==> config.mk <==
export PLATFORM = sky130hd
export DESIGN_NAME = multicycle_control_unit
export DESIGN_NICKNAME = d
export VERILOG_FILES = /design/src/rtl/control_pkg.sv /design/src/rtl/mem_wait_timer.sv /design/src/rtl/multicycle_control_unit.sv
export SDC_FILE = /design/constraint.sdc
export NUM_CORES = 1
export LEC_CHECK = 0
export CAP_MARGIN = 15
export CORE_AREA = 2 2 87 72
export DETAILED_ROUTE_END_ITERATION = 12
export DIE_AREA = 0 0 89 74
export PLACE_DENSITY = 0.79
export SYNTH_ARGS = -nofsm -noshare
export SYNTH_HDL_FRONTEND = slang
export SYNTH_SLANG_ARGS = --single-unit
==> constraint.sdc <==
create_clock -name clk -period 5.2 [get_ports clk]
set_clock_uncertainty 0.2 [all_clocks]
set_input_delay 1.56 -clock clk [delete_from_list [all_inputs] [get_ports clk]]
set_output_delay 1.56 -clock clk [all_outputs]
set_load 0.01 [all_outputs]
==> src/rtl/control_pkg.sv <==
// Shared encodings for the multi-cycle control unit: opcodes, FSM states,
// opcode classes and datapath select codes. Honours CONTROL_JAL_EN.
package control_pkg;

  localparam logic [6:0] OPC_LW   = 7'b0000011;
  localparam logic [6:0] OPC_SW   = 7'b0100011;
  localparam logic [6:0] OPC_ADDI = 7'b0010011;
  localparam logic [6:0] OPC_R    = 7'b0110011;
  localparam logic [6:0] OPC_BEQ  = 7'b1100011;
  localparam logic [6:0] OPC_JAL  = 7'b1101111;

  typedef enum logic [2:0] {
    S_FETCH  = 3'd0,
    S_DECODE = 3'd1,
    S_EXEC   = 3'd2,
    S_MEM    = 3'd3,
    S_WB     = 3'd4,
    S_ERROR  = 3'd7
  } state_t;

  typedef enum logic [2:0] {
    C_LW, C_SW, C_ADDI, C_R, C_BEQ, C_JAL, C_ILL
  } opc_t;

  localparam logic [1:0] ULA_ADD = 2'b00;
  localparam logic [1:0] ULA_SUB = 2'b01;
  localparam logic [1:0] ULA_RF  = 2'b10;
  localparam logic [1:0] ULA_IF  = 2'b11;

  localparam logic [1:0] PC_SEQ = 2'b00;
  localparam logic [1:0] PC_BR  = 2'b01;
  localparam logic [1:0] PC_JMP = 2'b10;

  localparam logic [1:0] WB_ULA = 2'b00;
  localparam logic [1:0] WB_MEM = 2'b01;
  localparam logic [1:0] WB_PC4 = 2'b10;

  function automatic opc_t classify(input logic [6:0] op);
    opc_t c;
    case (op)
      OPC_LW:   c = C_LW;
      OPC_SW:   c = C_SW;
      OPC_ADDI: c = C_ADDI;
      OPC_R:    c = C_R;
      OPC_BEQ:  c = C_BEQ;
`ifdef CONTROL_JAL_EN
      OPC_JAL:  c = C_JAL;
`endif
      default:  c = C_ILL;
    endcase
    return c;
  endfunction

endpackage

==> src/rtl/mem_wait_timer.sv <==
// Counts memory wait cycles; expired when the count reaches MEM_TIMEOUT
// while ready is low. Ports: clk, rst_n, start (clear), ready, expired.
module mem_wait_timer
  import control_pkg::*;
#(
  parameter int MEM_TIMEOUT = 15
) (
  input  logic clk,
  input  logic rst_n,
  input  logic start,
  input  logic ready,
  output logic expired
);

  localparam int W = (MEM_TIMEOUT < 2) ? 1 : $clog2(MEM_TIMEOUT + 1);
  localparam logic [W-1:0] LIM = W'(MEM_TIMEOUT);

  logic [W-1:0] cnt;

  // Saturates at the limit; past it the FSM has already left for ERROR.
  always_ff @(posedge clk or negedge rst_n) begin
    if (!rst_n) begin
      cnt <= '0;
    end else if (start) begin
      cnt <= '0;
    end else if (!ready && cnt != LIM) begin
      cnt <= cnt + W'(1);
    end
  end

  assign expired = (MEM_TIMEOUT != 0) && (cnt == LIM) && !ready;

endmodule

==> src/rtl/multicycle_control_unit.sv <==
// Multi-cycle RV32I-subset sequencer: FETCH/DECODE/EXEC/MEM/WB with
// memory-ready handshake, timeout, sticky err and retire counter.
// Inputs: clk, rst_n, Opcode, zero, mem_ready. Outputs: datapath enables
// and selects, state_o, err, instr_count. CONTROL_JAL_EN enables jal.
module multicycle_control_unit
  import control_pkg::*;
#(
  parameter int MEM_TIMEOUT = 15,
  parameter int CNT_W       = 32
) (
  input  logic             clk,
  input  logic             rst_n,
  input  logic [6:0]       Opcode,
  input  logic             zero,
  input  logic             mem_ready,
  output logic             PCWrite,
  output logic [1:0]       PCSrc,
  output logic             IRWrite,
  output logic             IorD,
  output logic             MemRead,
  output logic             MemWrite,
  output logic [1:0]       MemtoReg,
  output logic             RegWrite,
  output logic             ULASrc,
  output logic [1:0]       ULAOp,
  output logic [2:0]       state_o,
  output logic             err,
  output logic [CNT_W-1:0] instr_count
);

  state_t st, st_n;
  opc_t   opq, dec;
  logic   expired, start, retire;

  assign dec = classify(Opcode);

  // Timer restarts whenever FETCH or MEM is freshly entered.
  assign start  = (st_n != st) &&
                  (st_n == S_FETCH || st_n == S_MEM);
  assign retire = (st != S_FETCH) && (st_n == S_FETCH);

  mem_wait_timer #(
    .MEM_TIMEOUT(MEM_TIMEOUT)
  ) u_timer (
    .clk     (clk),
    .rst_n   (rst_n),
    .start   (start),
    .ready   (mem_ready),
    .expired (expired)
  );

  always_ff @(posedge clk or negedge rst_n) begin
    if (!rst_n) begin
      st          <= S_FETCH;
      opq         <= C_ILL;
      instr_count <= '0;
    end else begin
      st <= st_n;
      if (st == S_DECODE) opq <= dec;
      if (retire) instr_count <= instr_count + CNT_W'(1);
    end
  end

  always_comb begin
    st_n     = st;
    PCWrite  = 1'b0;
    PCSrc    = PC_SEQ;
    IRWrite  = 1'b0;
    IorD     = 1'b0;
    MemRead  = 1'b0;
    MemWrite = 1'b0;
    MemtoReg = WB_ULA;
    RegWrite = 1'b0;
    ULASrc   = 1'b0;
    ULAOp    = ULA_ADD;
    err      = 1'b0;

    case (st)
      S_FETCH: begin
        MemRead = 1'b1;
        if (mem_ready) begin
          IRWrite = 1'b1;
          PCWrite = 1'b1;
          st_n    = S_DECODE;
        end else if (expired) begin
          st_n = S_ERROR;
        end
      end

      S_DECODE: begin
        st_n = (dec == C_ILL) ? S_ERROR : S_EXEC;
      end

      S_EXEC: begin
        unique case (1'b1)
          (opq == C_LW) || (opq == C_SW): begin
            ULASrc = 1'b1;
            ULAOp  = ULA_ADD;
            st_n   = S_MEM;
          end
          (opq == C_ADDI): begin
            ULASrc = 1'b1;
            ULAOp  = ULA_IF;
            st_n   = S_WB;
          end
          (opq == C_R): begin
            ULAOp = ULA_RF;
            st_n  = S_WB;
          end
          (opq == C_BEQ): begin
            ULAOp   = ULA_SUB;
            PCSrc   = PC_BR;
            PCWrite = zero;
            st_n    = S_FETCH;
          end
`ifdef CONTROL_JAL_EN
          (opq == C_JAL): begin
            PCSrc   = PC_JMP;
            PCWrite = 1'b1;
            st_n    = S_WB;
          end
`endif
          default: st_n = S_ERROR;
        endcase
      end

      S_MEM: begin
        IorD     = 1'b1;
        MemRead  = (opq == C_LW);
        MemWrite = (opq == C_SW);
        if (mem_ready) begin
          st_n = (opq == C_LW) ? S_WB : S_FETCH;
        end else if (expired) begin
          st_n = S_ERROR;
        end
      end

      S_WB: begin
        RegWrite = 1'b1;
        MemtoReg = (opq == C_LW) ? WB_MEM : WB_ULA;
`ifdef CONTROL_JAL_EN
        if (opq == C_JAL) MemtoReg = WB_PC4;
`endif
        st_n = S_FETCH;
      end

      S_ERROR: begin
        err = 1'b1;
      end

      default: st_n = S_ERROR;
    endcase

    // Reset holds every output at its idle value, even in FETCH.
    if (!rst_n) begin
      PCWrite  = 1'b0;
      PCSrc    = PC_SEQ;
      IRWrite  = 1'b0;
      IorD     = 1'b0;
      MemRead  = 1'b0;
      MemWrite = 1'b0;
      MemtoReg = WB_ULA;
      RegWrite = 1'b0;
      ULASrc   = 1'b0;
      ULAOp    = ULA_ADD;
      err      = 1'b0;
    end
  end

  assign state_o = st;

endmodule

==> flow_summary.toml <==
[run_status]
outcome = "finished, final reports clean"

[sta]
min_period_over_period = 0.951
clock.fmax_mhz = 202
hold_viol_final = 0
period_needed_ps = 4950
slew-limit-headroom = 0.392
finalSetupViolCount = 0
drv_slew = 0
worst_pin_slew_ps = 911
rsz0062_at_grt = "no"
finalSetupTns_ps = 0

[worst_setup_path]
path_buf_inv = 3
crit_family = "buffers and inverters"
path_class = "input port to primary output"
worstPathRequired_ps = 3440
slowest_delay_ps = 580
critPathLaunch = "mem_ready"
start_kind = "input port"
cp-end-kind = "primary output"
worstReg2RegStart = "opq[0]"
path_max_fanout = 6
cp_cell_sequence = "clkdlybuf4s50_1, inv_1, o22a_2, nor3_1, clkdlybuf4s50_1"
crit_arrival_ps = 3190
cp_slowest_cell = "clkdlybuf4s50_1"
cpMostUsedCell = "clkdlybuf4s50_1"

[synth]
async_flop_share = 1.00
synth_area_per_cell_um2 = 9.76
yosys_warnings = 0
synth_top_family_by_area = "simple AND/OR/NAND/NOR gates"
yosys.area.top_type = "dfrtp_1"
yosys-top-cells-area = "dfrtp_1 40%, xor2_1 9.1%, nor4_2 4.0%"
postSynthCellCount = 257
synth_xor_area_frac = 0.119
synth.distinct_cells = 54
synth_top_area_frac = 0.399
synth_fa_ha_area_frac = 0.00998
synth_compound_area_frac = 0.0858
synth_area_um2 = 2510
synth_ff_type = "dfrtp_1"
synthMuxAreaShare = 0.00848
synth-seq-cells = 42
synth_edf_count = 0
yosysSeqAreaShare = 0.420
synthSimpleGateAreaFrac = 0.303

[cells_and_area]
drive_gt1_frac = 0.128
antenna_cells = 0
final_nets = 325
final_common_cell = "clkdlybuf4s50_1"
area_growth_pct = 28.2
final_cell_mix = "56 x clkdlybuf4s50_1, 40 x dfrtp_1, 26 x xor2_1, 24 x nor2_1, 20 x nand2_1"
fin_area_um2 = 3210

[placed_design]
portBuffers = 57
gp_congestion = 0.830
dpl_cell_area_um2 = 3120
hpwl_mm = 4.49

[clock_network]
insertion_delay_ps = 300
clkSlewWorstSetupHoldPaths_ps = 80
cts_sinks = 42
cts_tree = "built"
clock_path_buffers = 2
cts_hold_repair.buffers = 0
cts_made_buffers = 5
htreeDepth = 2
post_cts_buffers = 0
cts_root_buffer = "clkbuf_8"
post_cts_resize_count = 0

[grt]
track_usage = 0.189
grt_max_degree = 31
grt_pass1_wl_mm = 9.67
antenna_found_initial = 0
grt_overflow = 0
grt_pass1_vias = 2010

[flow_run]
maxCapViolCount = 0

[floorplan]
die_area_um2 = 6590
num_io_pins = 60
fp.dieW_um = 89
core_um2 = 5760
initial_core_util = 0.436
rows = 25
fp.dieH_um = 74

[power_and_ir_drop]
power-per-cell-area_nw_per_um2 = 202
vdd_drop_max_v = 0.0000982
power.leakage_nw = 1.40

[detailed_routing]
vias_per_cell = 5.39
drt-initial-drc-count = 172
post-route-drc-count = 0
wl_per_cell_um = 15.3
dr.pass1.iters = 4
routed_wl_mm = 6.02
ant_nets = 0
route.vias.total = 2122

[hold_path]
holdCritStartpoint = "instr_count[31]"
min_path_type = "flop to flop"
-- path summary, 6_finish.rpt --
check / to / slack, ps / cells past startpoint
setup / recovery: PCWrite / 250 / 5
hold / removal: instr_count[31] / 270 / 1
setup reg to reg: instr_count[31] / 2510 / 6
hold reg to reg: instr_count[31] / 270 / 1
max in group asynchronous: opq[2] / 3370 / 2
min in group asynchronous: instr_count[13] / 1050 / 2
-- stage by stage --
stage	utilization	setup WS [ps]	total power, mW	hold slack (ps)	cells
floorplan	-	1350	0.403	304	258
global placement	0.541	339	0.426	260	385
detailed placement	0.541	252	0.436	263	385
CTS	0.557	249	0.654	276	393
global route	0.558	182	0.676	303	394
finish	0.558	253	0.649	274	394
-- registers in the layout, summed over array words and instances, names as in the netlist --
name	flops
instr_count	32
u_timer.cnt	4
opq	3
state_o	3
-- metal layers --
| layer | track usage | share of wire |
|---|---|---|
| met1 | 0.272 | 0.47 |
| met2 | 0.285 | 0.47 |
| met3 | 0.0422 | 0.049 |
| met4 | 0.0663 | 0.014 |
| met5 | 0 | 0 |
-- power by group --
part	switching [mW]	total, mW	internal [mW]
sequential	0.0171	0.360	0.343
clock	0.113	0.220	0.107
combinational	0.0371	0.0682	0.0312
total	0.167	0.649	0.481
-- cell families (layout without fill, tap and decap cells) --
kind of cell,count (synthesis),count (layout)
other cells,1,2
fa+ha+maj,2,2
flops,42,42
compound gates,27,27
mux,2,2
buf+inv,24,79
xor+xnor,34,34
simple gates,125,125
-- Yosys cell counts (2+ instances only) --
library cell  instances
dfrtp_1              40
xor2_1               26
nor2_1               24
nand2_1              20
nand3_1              15
nor3_1               15
inv_1                10
nand4_1              10
nor4_1                8
nor4_2                8
xnor2_1               8
buf_2                 5
a21oi_1               4
and3_1                4
buf_4                 3
buf_6                 3
clkbuf_1              3
nand2b_1              3
nor4_4                3
o21ai_0               3
or2_2                 3
a211oi_1              2
a31oi_1               2
dfstp_2               2
ha_1                  2
nand3b_1              2
nor2b_1               2
-- layout make-up --
type | count | area [um^2]
clock buffer | 7 | 86.3
clock inverter | 1 | 5.00
fill | 533 | 2540
inverter | 10 | 37.5
multi-input combinational | 192 | 1340
sequential | 42 | 1050
tap | 81 | 101
timing repair buffer | 61 | 596
Note: power is estimated with default switching activity, not from simulation.
